`src/rtl/mem_arbiter_fsm.sv`:
```
// Shared main-memory port arbiter: sequences I-cache fills, D-cache fills and
// write-through stores, steering returned words into the owning cache arrays.
module mem_arbiter_fsm #(
    parameter int WORDS_PER_BLOCK = 8,
    parameter int ADDR_W          = 16
) (
    input  logic              clk,
    input  logic              rst,
    input  logic              i_miss,
    input  logic [ADDR_W-1:0] i_miss_addr,
    input  logic              d_miss,
    input  logic [ADDR_W-1:0] d_miss_addr,
    input  logic              d_store,
    input  logic [ADDR_W-1:0] d_store_addr,
    input  logic [ADDR_W-1:0] d_store_data,
    input  logic [ADDR_W-1:0] mem_data_out,
    input  logic              mem_data_valid,
    output logic              mem_en,
    output logic              mem_wr,
    output logic [ADDR_W-1:0] mem_addr,
    output logic [ADDR_W-1:0] mem_data_in,
    output logic [ADDR_W-1:0] fill_addr,
    output logic [ADDR_W-1:0] fill_data,
    output logic              i_data_we,
    output logic              i_tag_we,
    output logic              d_data_we,
    output logic              d_tag_we,
    output logic              store_done,
    output logic              busy
);

    localparam int CNT_W = $clog2(WORDS_PER_BLOCK);

    localparam logic [2:0] S_IDLE   = 3'd0;
    localparam logic [2:0] S_FILL_I = 3'd1;
    localparam logic [2:0] S_FILL_D = 3'd2;
    localparam logic [2:0] S_STORE  = 3'd3;
    localparam logic [2:0] S_RESUME = 3'd4;

    localparam logic [ADDR_W-1:0] BASE_MASK  = ~ADDR_W'(2 * WORDS_PER_BLOCK - 1);
    localparam logic [CNT_W:0]    ISSUE_LAST = (CNT_W + 1)'(WORDS_PER_BLOCK);
    localparam logic [CNT_W-1:0]  RECV_LAST  = CNT_W'(WORDS_PER_BLOCK - 1);

    logic [2:0]        state_r, state_nxt_s;
    logic [CNT_W:0]    issue_cnt_r, issue_cnt_nxt_s;
    logic [CNT_W-1:0]  recv_cnt_r, recv_cnt_nxt_s;
    logic [ADDR_W-1:0] base_r, base_nxt_s;

    logic              filling_s, issuing_s, storing_s, recv_s, last_s;
    logic [ADDR_W-1:0] issue_off_s, recv_off_s;

    assign filling_s   = (state_r == S_FILL_I) || (state_r == S_FILL_D);
    assign storing_s   = (state_r == S_STORE);
    assign issuing_s   = filling_s && (issue_cnt_r < ISSUE_LAST);
    // Valids are counted, not cycles, so any memory latency >= 1 works.
    assign recv_s      = filling_s && mem_data_valid;
    assign last_s      = recv_s && (recv_cnt_r == RECV_LAST);
    assign issue_off_s = {{(ADDR_W - CNT_W - 1){1'b0}}, issue_cnt_r[CNT_W-1:0], 1'b0};
    assign recv_off_s  = {{(ADDR_W - CNT_W - 1){1'b0}}, recv_cnt_r, 1'b0};

    // Next-state, grant arbitration and counter update
    always_comb begin
        state_nxt_s     = state_r;
        issue_cnt_nxt_s = issue_cnt_r;
        recv_cnt_nxt_s  = recv_cnt_r;
        base_nxt_s      = base_r;
        case (state_r)
            S_IDLE: begin
                issue_cnt_nxt_s = '0;
                recv_cnt_nxt_s  = '0;
                if (i_miss) begin
                    state_nxt_s = S_FILL_I;
                    base_nxt_s  = i_miss_addr & BASE_MASK;
                end else if (d_miss) begin
                    state_nxt_s = S_FILL_D;
                    base_nxt_s  = d_miss_addr & BASE_MASK;
                end else if (d_store) begin
                    state_nxt_s = S_STORE;
                    base_nxt_s  = d_store_addr & BASE_MASK;
                end else begin
                    state_nxt_s = S_IDLE;
                end
            end
            S_FILL_I, S_FILL_D: begin
                if (issuing_s) begin
                    issue_cnt_nxt_s = issue_cnt_r + {{CNT_W{1'b0}}, 1'b1};
                end else begin
                    issue_cnt_nxt_s = issue_cnt_r;
                end
                if (recv_s) begin
                    recv_cnt_nxt_s = recv_cnt_r + {{(CNT_W - 1){1'b0}}, 1'b1};
                end else begin
                    recv_cnt_nxt_s = recv_cnt_r;
                end
                if (last_s) begin
                    state_nxt_s = S_RESUME;
                end else begin
                    state_nxt_s = state_r;
                end
            end
            S_STORE:  state_nxt_s = S_RESUME;
            S_RESUME: state_nxt_s = S_IDLE;
            default:  state_nxt_s = S_IDLE;
        endcase
    end

    // State and counter registers; reset abandons any fill in flight
    always_ff @(posedge clk or posedge rst) begin
        if (rst) begin
            state_r     <= S_IDLE;
            issue_cnt_r <= '0;
            recv_cnt_r  <= '0;
            base_r      <= '0;
        end else begin
            state_r     <= state_nxt_s;
            issue_cnt_r <= issue_cnt_nxt_s;
            recv_cnt_r  <= recv_cnt_nxt_s;
            base_r      <= base_nxt_s;
        end
    end

    // Memory-side and cache-side output decode
    always_comb begin
        mem_en      = issuing_s || storing_s;
        mem_wr      = storing_s;
        store_done  = storing_s;
        busy        = (state_r != S_IDLE);
        if (storing_s) begin
            mem_addr    = d_store_addr;
            mem_data_in = d_store_data;
        end else if (issuing_s) begin
            mem_addr    = base_r | issue_off_s;
            mem_data_in = '0;
        end else begin
            mem_addr    = '0;
            mem_data_in = '0;
        end
        if (recv_s) begin
            fill_addr = base_r | recv_off_s;
            fill_data = mem_data_out;
        end else begin
            fill_addr = '0;
            fill_data = '0;
        end
        i_data_we = recv_s && (state_r == S_FILL_I);
        d_data_we = recv_s && (state_r == S_FILL_D);
        i_tag_we  = last_s && (state_r == S_FILL_I);
        d_tag_we  = last_s && (state_r == S_FILL_D);
    end

endmodule

```
`config.mk`:
```
export PLATFORM = sky130hd
export DESIGN_NAME = mem_arbiter_fsm
export DESIGN_NICKNAME = d
export VERILOG_FILES = /design/src/rtl/mem_arbiter_fsm.sv
export SDC_FILE = /design/constraint.sdc
export NUM_CORES = 1
export LEC_CHECK = 0
export ABC_AREA = 1
export BUFFER_PORTS_ARGS = -buffer_cell sky130_fd_sc_hd__buf_4
export CAP_MARGIN = 5
export CORE_ASPECT_RATIO = 0.75
export CORE_UTILIZATION = 40
export DETAILED_ROUTE_END_ITERATION = 7
export PLACE_DENSITY_LB_ADDON = 0.05
export REMOVE_ABC_BUFFERS = 1
export SYNTH_ARGS = -nofsm -noshare
export SYNTH_HDL_FRONTEND = slang
export SYNTH_SLANG_ARGS = --single-unit
```
`constraint.sdc`:
```
create_clock -name clk -period 1.55 [get_ports clk]
set_input_delay 0.2325 -clock clk [delete_from_list [all_inputs] [get_ports clk]]
set_output_delay 0.2325 -clock clk [all_outputs]
set_load 0.005 [all_outputs]
```
==> impl_metrics.env <==
export IMPL_max_freq_mhz=568
export IMPL_post_route_period_util=1.14
export IMPL_path_buf_inv=2
export IMPL_max_stage_delay_ns=0.45
export IMPL_cpLargestDelayFamily="flip-flops"
export IMPL_yosysTopAreaCell="dfrtp_1"
export IMPL_async_reset_ff_frac=1.00
export IMPL_max_cap_violations=0
export IMPL_worstPathMaxFanout=4
export IMPL_ant_nets=0
export IMPL_synth_ff_type="dfrtp_1"
export IMPL_crit_path_end_kind="primary output"
export IMPL_viasPerCell=4.79
export IMPL_dp_slack_ns=0.0335
export IMPL_drt_iter0_drc=183
export IMPL_critical_path_class="reg -> out"
export IMPL_syn_area_per_cell_um2=6.19
export IMPL_r2r_start="state_r[1]"
export IMPL_r2r_slack_ns=0.02
export IMPL_switching_share=0.434
export IMPL_routed_via_count=2648
export IMPL_cts_root_buffer="clkbuf_8"
export IMPL_drcViolationCount=0
export IMPL_synth_simple_area_share=0.386
export IMPL_cts_buffer_depth=2
export IMPL_cpMostUsedCell="nand2_4"
export IMPL_rows=21
export IMPL_synth_seq_cells=22
export IMPL_setup_ws_ns=-0.210
export IMPL_setup_viol=66
export IMPL_grt_max_degree=27
export IMPL_grt_pass1_vias=2404
export IMPL_pwr_density_cell_mw_per_mm2=1410
export IMPL_dieArea_mm2=0.00525
export IMPL_synth_top_family_by_area="simple AND/OR/NAND/NOR gates"
export IMPL_path_cells="nor2_4 > nand2_2 > nand2_4 > buf_8 > nand2_4 > o21ai_2 > buf_4"
export IMPL_initial_core_util=0.429
export IMPL_crit_path_start_kind="flip-flop"
export IMPL_syn_inst=321
export IMPL_num_nets_final=586
export IMPL_seqPwrFrac=0.188
export IMPL_area_growth_syn_to_layout_pct=92.1
export IMPL_dr_pass1_iters=4
export IMPL_endpoint="mem_addr[14]"
export IMPL_antennaDiodeCount=0
export IMPL_yosysMostFrequentCell="nand2_1"
export IMPL_tritoncts="yes"
export IMPL_synth_edff_count=0
export IMPL_synthXorXnorAreaFrac=0.00882
export IMPL_antenna_found_initial=0
export IMPL_fin_crit_ns=1.76
export IMPL_synth_compound_area_frac=0.114
export IMPL_muxShareOfSynthArea=0
export IMPL_cp_startpoint="state_r[2]"
export IMPL_arrival_ns=1.53
export IMPL_synth_area_top_cells="dfrtp_1 (28%), nand2_1 (14%), inv_1 (13%), nor2_1 (7.9%), nand3_1 (6.0%)"
export IMPL_drive_gt1_frac=0.567
export IMPL_ys_seq_area_frac=0.277
export IMPL_synth_cell_types=30
export IMPL_dpl_cell_area_mm2=0.00319
export IMPL_whs_ns=0.00216
export IMPL_netlist_top_cells_count="nand2_1 (72), inv_1 (69), nor2_1 (42), nand3_1 (24), dfrtp_1 (22)"
export IMPL_utilization=0.825
export IMPL_grt_ovfl_total=0
export IMPL_htree_levels=1
export IMPL_violations="setup timing"
export IMPL_place_congestion=0.806
export IMPL_synth_fa_ha_area_frac=0.0189
export IMPL_die_w_um=83.4
export IMPL_net_switching_power_w=0.00233
export IMPL_comb_power_share=0.712
export IMPL_clock_skew_ns=0.00602
export IMPL_clkLatencyLatePin_ns=0.26
export IMPL_crit_slowest_cell="dfrtp_2"
export IMPL_place_hpwl_mm=4.84
export IMPL_cts_buffers=3
export IMPL_num_io_pins=158
export IMPL_cp_required_ns=1.32
export IMPL_cts_sinks=22
export IMPL_rsz0062_at_grt="yes"
export IMPL_clockPowerShare=0.099
export IMPL_ir_drop_mv=0.967
export IMPL_grt_usage=0.274
export IMPL_internal_power_w=0.00304
export IMPL_leakage_nw=2.15
export IMPL_grt_pass1_wl_mm=11.7
export IMPL_portBuffers=148
export IMPL_die_y_um=63.0
export IMPL_reg2regPathDepth=9
export IMPL_core_mm2=0.00462
export IMPL_fin_area_mm2=0.00381
export IMPL_r2r_end="base_r[8]"
export IMPL_synth_top_cell_area_share=0.277
export IMPL_ys_warn_count=0
export IMPL_ctsHoldBuffers=0
export IMPL_finalMaxSlewViolations=0
export IMPL_syn_area_mm2=0.00199
export IMPL_min_path_type="in -> async"
export IMPL_routed_wl_mm=7.76
export IMPL_cts_clk_slew_worst_paths_ns=0.08
export IMPL_path_depth=7
export IMPL_avgRoutedWirePerCell_um=14.0
export IMPL_status="finished with violations"
export IMPL_hold_violations=0
==> how the worst min path moves through the flow <==
stage / cells after the start / from / end
after floorplan: 1 / rst / base_r[10]
final: 3 / rst / base_r[5]
after detailed placement: 3 / rst / state_r[2]
after CTS: 3 / rst / issue_cnt_r[2]
after global routing: 3 / rst / base_r[5]
after global placement: 3 / rst / state_r[2]
==> routing by layer <==
| layer | global-route usage | routed length (µm) | share of wire |
|---|---|---|---|
| met1 | 0.346 | 3260 | 0.42 |
| met4 | 0.0733 | 66 | 0.0085 |
| met2 | 0.485 | 3840 | 0.49 |
| met5 | 0 | 0 | 0 |
| met3 | 0.0476 | 597 | 0.077 |
==> tightest hold or removal path, stage by stage <==
cell and delay [ns]:
buf_4 0.10, inv_1 0.04, buf_4 0.28
==> power groups by stage <==
stage | combinational (W) | sequential (W) | clock [W]
4_1_cts | 0.00336 | 0.000996 | 0.000534
3_5_place_dp | 0.00267 | 0.00100 | 0
3_3_place_gp | 0.00262 | 0.000991 | 0
6_report | 0.00382 | 0.00101 | 0.000533
5_1_grt | 0.00411 | 0.00103 | 0.000567
2_1_floorplan | 0.00129 | 0.000960 | 0
==> registers in the layout (all words and copies together), names as in the netlist <==
signal	flops
issue_cnt_r	4
state_r	3
recv_cnt_r	3
base_r	12
==> cell usage in the layout (no fill, tap or decap), types with 3 or more instances in the layout <==
cell / instances
o211ai_1: 14
nand3_1: 22
dfrtp_1: 20
buf_4: 163
nor2_1: 10
nand2_1: 63
nand2_4: 4
a21oi_1: 3
inv_1: 68
nor2_2: 38
clkbuf_8: 3
nor2_4: 4
or2_2: 12
nand3_2: 3
o21ai_2: 7
nand2_2: 9
buf_6: 16
o21ai_1: 6
==> final cells by class <==
| cell class | instances | area [µm²] |
|---|---|---|
| repair buffers | 185 | 1540 |
| multi-input cells | 212 | 1290 |
| fillers | 307 | 811 |
| flip-flops and latches | 22 | 553 |
| inverters | 73 | 292 |
| well taps | 57 | 71.3 |
| clock buffers | 3 | 41.3 |
| clock inverters | 1 | 30.0 |
==> cell families after synthesis <==
logic type,count (synthesis)
AO/OA/AOI/OAI,36
XOR/XNOR,2
adder cells (fa/ha/maj),3
buffers and inverters,89
flip-flops,22
other,1
AND/OR/NAND/NOR,168
==> timing repair <==
action / 4_1_cts / 5_1_grt
resized for setup: 71 / 25
buffers inserted: 16 / 6
endpoints found under the hold margin: 0 / 0
gates cloned: 2 / 4
setup endpoints to repair: 69 / 84
pin swaps: 5 / 6
==> metrics by stage <==
step / std cells / setup TNS, ns / power, W
3_5_place_dp: 524 / 0 / 0.00368
4_1_cts: 544 / -10.29 / 0.00489
6_report: 553 / -10.85 / 0.00537
5_1_grt: 553 / -14.96 / 0.00571
2_1_floorplan: 305 / -0.572 / 0.00225
3_3_place_gp: 524 / 0 / 0.00361
(Power assumes the default switching activity.)
